File: config.mk
export PLATFORM = sky130hd
export DESIGN_NAME = circle_raster_worker
export DESIGN_NICKNAME = d
export VERILOG_FILES = /design/src/rtl/circle_raster_worker_pkg.sv /design/src/rtl/circle_hit_pipe.sv /design/src/rtl/circle_raster_worker.sv
export SDC_FILE = /design/constraint.sdc
export NUM_CORES = 2
export LEC_CHECK = 0
export BUFFER_PORTS_ARGS = -buffer_cell sky130_fd_sc_hd__buf_2
export CORE_ASPECT_RATIO = 0.9
export CORE_MARGIN = 4
export CORE_UTILIZATION = 55
export DETAILED_ROUTE_END_ITERATION = 10
export PLACE_DENSITY = 0.75
export SETUP_SLACK_MARGIN = 0.05
export SYNTH_ARGS = -nofsm -noshare
export SYNTH_HDL_FRONTEND = slang
export SYNTH_SLANG_ARGS = --single-unit
File: constraint.sdc
create_clock -name clk -period 11.2 [get_ports clk]
set_clock_uncertainty 0.15 [all_clocks]
set_input_delay 2.24 -clock clk [delete_from_list [all_inputs] [get_ports clk]]
set_output_delay 2.24 -clock clk [all_outputs]
set_load 0.05 [all_outputs]
File: src/rtl/circle_raster_worker_pkg.sv
// Shared types and constants for the circle raster worker and its hit pipeline.
package Types;
    localparam int COORD_W          = 12;
    localparam int N_WORKERS        = 16;
    localparam int JOBS_SUBDIVISION = 8;

    localparam logic HIGH = 1'b1;
    localparam logic LOW  = 1'b0;

    typedef logic [11:0] Color;

    typedef struct packed {
        logic signed [COORD_W-1:0] x;
        logic signed [COORD_W-1:0] y;
        logic        [COORD_W-1:0] r;
        Color                      color;
    } ColorCircle;

    typedef enum logic [2:0] {IDLE, LOAD, SCAN, DRAIN, DONE} state_t;

    // Halve every 4-bit channel of an RGB444 colour.
    function automatic Color rim_shade(input Color c);
        return {1'b0, c[11:9], 1'b0, c[7:5], 1'b0, c[3:1]};
    endfunction
endpackage

File: src/rtl/circle_hit_pipe.sv
// Two-stage pixel/circle hit test: stage 1 forms dx/dy, stage 2 compares d^2 against r^2.
// RT_WORKER_RIM_SHADE_EN adds the outer-rim flag (2*d^2 >= r^2); otherwise rim is tied low.
module circle_hit_pipe
    import Types::*;
#(
    parameter int COORD_W = Types::COORD_W
) (
    input  logic                      clk,
    input  logic                      rstn,
    input  logic                      issue,
    input  logic signed [COORD_W:0]   px,
    input  logic signed [COORD_W-1:0] py,
    input  ColorCircle                circle,
    output logic                      hit,
    output logic                      rim,
    output Color                      color,
    output logic                      valid
);
    localparam int DW  = COORD_W + 2;
    localparam int SQW = 2 * COORD_W + 5;
    localparam int RW  = 2 * COORD_W;

    logic signed [DW-1:0]      dx_q, dy_q;
    logic        [COORD_W-1:0] r_q;
    Color                      col_q;
    logic                      v1_q;

    always_ff @(posedge clk or negedge rstn) begin
        if (!rstn) begin
            dx_q  <= '0;
            dy_q  <= '0;
            r_q   <= '0;
            col_q <= '0;
            v1_q  <= LOW;
        end else begin
            v1_q <= issue;
            if (issue) begin
                dx_q  <= DW'(px) - DW'($signed(circle.x));
                dy_q  <= DW'(py) - DW'($signed(circle.y));
                r_q   <= circle.r;
                col_q <= circle.color;
            end
        end
    end

    logic signed [SQW-1:0] dx_sq, dy_sq;
    logic        [SQW-1:0] d2;
    logic        [RW-1:0]  r2;
    logic                  hit_d, rim_d;

    assign dx_sq = SQW'(dx_q) * SQW'(dx_q);
    assign dy_sq = SQW'(dy_q) * SQW'(dy_q);
    assign d2    = dx_sq + dy_sq;
    assign r2    = RW'(r_q) * RW'(r_q);
    // Strict compare, so r=0 can never hit.
    assign hit_d = v1_q && (d2 < SQW'(r2));
`ifdef RT_WORKER_RIM_SHADE_EN
    assign rim_d = ({d2, 1'b0} >= (SQW+1)'(r2));
`else
    assign rim_d = LOW;
`endif

    always_ff @(posedge clk or negedge rstn) begin
        if (!rstn) begin
            hit   <= LOW;
            rim   <= LOW;
            color <= '0;
            valid <= LOW;
        end else begin
            hit   <= hit_d;
            rim   <= rim_d;
            color <= col_q;
            valid <= v1_q;
        end
    end
endmodule

File: src/rtl/circle_raster_worker.sv
// Shades one scanline job of JOBS_SUBDIVISION pixels against a snapshot of N_CIRCLES circles,
// painter's order (highest index wins). Rim shading is enabled by RT_WORKER_RIM_SHADE_EN.
module circle_raster_worker
    import Types::*;
#(
    parameter int   N_CIRCLES        = 4,
    parameter int   JOBS_SUBDIVISION = Types::JOBS_SUBDIVISION,
    parameter int   N_WORKERS        = Types::N_WORKERS,
    parameter int   COORD_W          = Types::COORD_W,
    parameter Color BG_COLOR         = 12'h000
) (
    input  logic                                clk,
    input  logic                                rstn,
    input  logic                                start,
    input  logic                                abort,
    input  logic signed [COORD_W-1:0]           x,
    input  logic signed [COORD_W-1:0]           y,
    input  ColorCircle [N_CIRCLES-1:0]          circles,
    output logic                                busy,
    output logic                                done,
    output Color [JOBS_SUBDIVISION-1:0]         buffer
);
    localparam int KW = (N_CIRCLES > 1)        ? $clog2(N_CIRCLES)        : 1;
    localparam int JW = (JOBS_SUBDIVISION > 1) ? $clog2(JOBS_SUBDIVISION) : 1;

    state_t                    state_q, state_d;
    logic signed [COORD_W-1:0] x_q, y_q;
    ColorCircle [N_CIRCLES-1:0] snap_q;
    logic [KW-1:0]             k_q;
    logic [JW-1:0]             j_q;
    logic                      dcnt_q;
    Color                      best_q, best_nxt, hit_col;

    logic                      last_k, last_j;
    logic signed [COORD_W:0]   px;
    logic                      p_hit, p_rim, p_valid;
    Color                      p_color;

    assign last_k = (k_q == KW'(N_CIRCLES - 1));
    assign last_j = (j_q == JW'(JOBS_SUBDIVISION - 1));
    // One bit wider than x so the stride offset never wraps.
    assign px     = (COORD_W+1)'(x_q) + (COORD_W+1)'(int'(j_q) * N_WORKERS);

    circle_hit_pipe #(.COORD_W(COORD_W)) u_pipe (
        .clk    (clk),
        .rstn   (rstn),
        .issue  (state_q == SCAN),
        .px     (px),
        .py     (y_q),
        .circle (snap_q[k_q]),
        .hit    (p_hit),
        .rim    (p_rim),
        .color  (p_color),
        .valid  (p_valid)
    );

    assign hit_col  = p_rim ? rim_shade(p_color) : p_color;
    assign best_nxt = (p_valid && p_hit) ? hit_col : best_q;

    always_ff @(posedge clk or negedge rstn) begin
        if (!rstn) state_q <= IDLE;
        else       state_q <= state_d;
    end

    always_comb begin
        state_d = state_q;
        busy    = (state_q != IDLE) ? HIGH : LOW;
        done    = (state_q == DONE) ? HIGH : LOW;
        case (state_q)
            IDLE:    if (start) state_d = LOAD;
            LOAD:    state_d = SCAN;
            SCAN:    if (last_k) state_d = DRAIN;
            DRAIN:   if (dcnt_q) state_d = last_j ? DONE : SCAN;
            DONE:    state_d = IDLE;
            default: state_d = IDLE;
        endcase
        if (abort && state_q != IDLE) state_d = IDLE;
    end

    always_ff @(posedge clk or negedge rstn) begin
        if (!rstn) begin
            x_q    <= '0;
            y_q    <= '0;
            snap_q <= '0;
            k_q    <= '0;
            j_q    <= '0;
            dcnt_q <= LOW;
            best_q <= BG_COLOR;
            buffer <= {JOBS_SUBDIVISION{BG_COLOR}};
        end else begin
            case (state_q)
                IDLE: if (start) begin
                    x_q    <= x;
                    y_q    <= y;
                    snap_q <= circles;
                end
                LOAD: begin
                    j_q    <= '0;
                    k_q    <= '0;
                    dcnt_q <= LOW;
                    best_q <= BG_COLOR;
                end
                SCAN: begin
                    k_q    <= k_q + 1'b1;
                    best_q <= best_nxt;
                end
                DRAIN: begin
                    best_q <= best_nxt;
                    dcnt_q <= ~dcnt_q;
                    // The last circle's result lands this cycle, so commit best_nxt.
                    if (dcnt_q && !abort) begin
                        buffer[j_q] <= best_nxt;
                        j_q         <= j_q + 1'b1;
                        k_q         <= '0;
                        best_q      <= BG_COLOR;
                    end
                end
                default: ;
            endcase
        end
    end
endmodule

==> run_results.csv <==
group,metric,value,unit
run_status,status,"finished, final reports clean",
clocking,cts.repair.resized,0,
synthesis,yosysTopAreaCell,"dfrtp_1",
flow_run,maxCapViolCount,0,
sta,slew_viol_final,0,
sta,tightest_slew,1200,ps
setup_path,cp.required,11490,ps
setup_path,critPathKind,"reg2reg",
clocking,ctsHoldBuffers,0,
setup_path,crit_fanout,17,
setup_path,cp_common_cell,"fa_1",
detailed_routing,detail_route.iter0.violations,1687,
floorplanning,start_util,0.554,
floorplanning,core_area,62500,µm²
setup_path,startpoint,"u_pipe.dx_q[2]",
min_path,holdCritStartpoint,"u_pipe.col_q[9]",
final_layout,drive_gt1_frac,0.123,
sta,worst_slew_margin_rel,0.179,
setup_path,cp-start-kind,"flip-flop",
synthesis,synth_area,34600,µm²
placement,gp_congestion,0.907,
grt,grt_usage,0.249,
setup_path,crit_arrival,9100,ps
sta,setup_violations,0,
clocking,clockBufferDepth,3,
clocking,post-cts-setup-buffers,0,
clocking,cts-buffers-inserted,41,
final_layout,multi_input_area,22100,µm²
clocking,worstSkewPairLatency,580,ps
synthesis,synth_warnings,0,
setup_path,crit_path_max_incr_delay,720,ps
sta,hold_viol,0,
setup_path,crit_family,"adder cells",
final_layout,areaGrowthSynthToFinish,10.8,%
synthesis,syn_avg_cell_area,9.36,µm²
detailed_routing,routed_wl,82400,µm
synthesis,async_reset_ff_frac,1.00,
sta,finalCritPeriodShare,0.786,
synthesis,synth-edff-count,0,
final_layout,filler_cell_count,5185,
setup_path,path_buf_inv,5,
sta,hold_slack,215,ps
setup_path,reg2reg_slack,2390,ps
clocking,cts_tree,"done",
floorplanning,num_rows,87,
grt,grt_max_degree,148,
setup_path,crit_end,"u_pipe.hit",
floorplanning,die_h,246,µm
detailed_routing,wl_per_cell,17.0,µm
placement,port_buffers,317,
synthesis,synth_top_area_frac,0.288,
synthesis,syn_inst,3702,
synthesis,ys.flop_type,"dfrtp_1",
grt,grt_first_pass_wirelength,135000,µm
floorplanning,die_area,67100,µm²
grt,grt_pass1_vias,26200,
final_layout,layout.nets,4845,
clocking,cts-root-buf,"clkbuf_16",
setup_path,reg2reg_depth,33,
sta,fmax,114,MHz
clocking,htree_levels,2,
detailed_routing,drc_errors,0,
synthesis,yosysSeqAreaShare,0.288,
setup_path,worst-path-stages,33,
synthesis,synth_nets,4603,
setup_path,crit_path_top_delay_cell,"dfrtp_1",
min_path,hold_path_class,"reg2reg",
placement,dp_hpwl,64100,µm
detailed_routing,vias,25500,
sta,rsz0062_at_grt,"no",
synthesis,synth.most_common_cell,"nand2_1",
setup_path,r2r-start,"u_pipe.dx_q[2]",
clocking,clk_pin_slew,60,ps
synthesis,synth_common_cells,"nand2_1, inv_1, fa_1",
floorplanning,ios,318,
setup_path,timing.rr.end,"u_pipe.hit",
synthesis,ys_types,74,
final_layout,seqCellArea,9990,µm²
clocking,cts_sinks,399,
sta,period_minus_slack,8810,ps
detailed_routing,routed_via_density,5.27,
setup_path,worstSetupEndpointType,"flip-flop",
grt,antenna_found_initial,16,
detailed_routing,firstDrtPassIters,5,
synthesis,postSynthRegisterBits,399,
synthesis,synth_area_leaders,"dfrtp_1, fa_1, nand2_1",
sta,setup-tns-final,0,ps
grt,overflow,0,
floorplanning,fp.dieW,273,µm
detailed_routing,drtAntennaViolNets,0,
## how the worst min path moves through the flow
stage	to	cells after the start
detailed placement	u_pipe.color[9]	0
finish	u_pipe.color[9]	0
global placement	u_pipe.color[5]	0
CTS	u_pipe.color[9]	0
global route	u_pipe.color[9]	0
floorplan	u_pipe.valid	0
## state kept, by name, summed over array words and instances, names as in the netlist, 13 cells and up
register	cells
buffer	96
snap_q	192
u_pipe.dx_q	14
u_pipe.dy_q	13
## kinds of logic after synthesis
group / after synthesis / share of synthesized area
flops: 399 / 0.288
fa+ha+maj: 681 / 0.333
mux: 64 / 0.0359
simple gates: 1348 / 0.165
xor+xnor: 123 / 0.0311
compound gates: 405 / 0.0721
buf+inv: 682 / 0.0740
## cells in the final DEF, fill, tap and decap left out, drive strengths merged, types with 12 or more instances in the layout
master / Yosys / final
nor3: 30 / 30
ha: 277 / 277
nand2b: 26 / 26
xnor2: 91 / 91
nand3: 20 / 20
o21bai: 13 / 13
a21oi: 124 / 124
o21ai: 133 / 133
nor2: 141 / 141
buf: 11 / 334
nand2: 938 / 938
diode: 0 / 15
xor2: 32 / 32
mux2i: 13 / 13
mux4: 48 / 48
nor2b: 34 / 34
inv: 545 / 546
and3: 12 / 12
a21o: 36 / 36
clkbuf: 124 / 55
fa: 404 / 404
and2: 120 / 120
dfrtp: 399 / 399
o21a: 14 / 14
## routing by layer
metal  GRT usage  share of wire  up-vias
met5           0        0.00034        -
met4      0.0796          0.029        6
met3      0.0446          0.064      131
met2       0.399           0.47      760
met1       0.351           0.44    12500
li1            -              -    12100
## metrics by stage
stage	area (µm²)	std cells	utilization	setup WS [ps]
after global routing	38400	4831	0.614	1850
after global placement	37000	4746	0.591	2610
final	38400	4834	0.615	2390
after floorplan	34600	3702	-	2890
after detailed placement	37000	4746	0.591	2470
after CTS	38400	4819	0.614	2420
## layout make-up
type,instances,share of cell area
diodes,15,0.000978
clock buffers,55,0.0305
clock inverters,18,0.00596
inverters,547,0.0535
multi-input cells,2621,0.576
flip-flops and latches,399,0.260
well taps,845,0.0275
repair buffers,334,0.0456
Power is not shown: default switching activity piles up to over one toggle a cycle in this logic, so the estimate is an artifact.
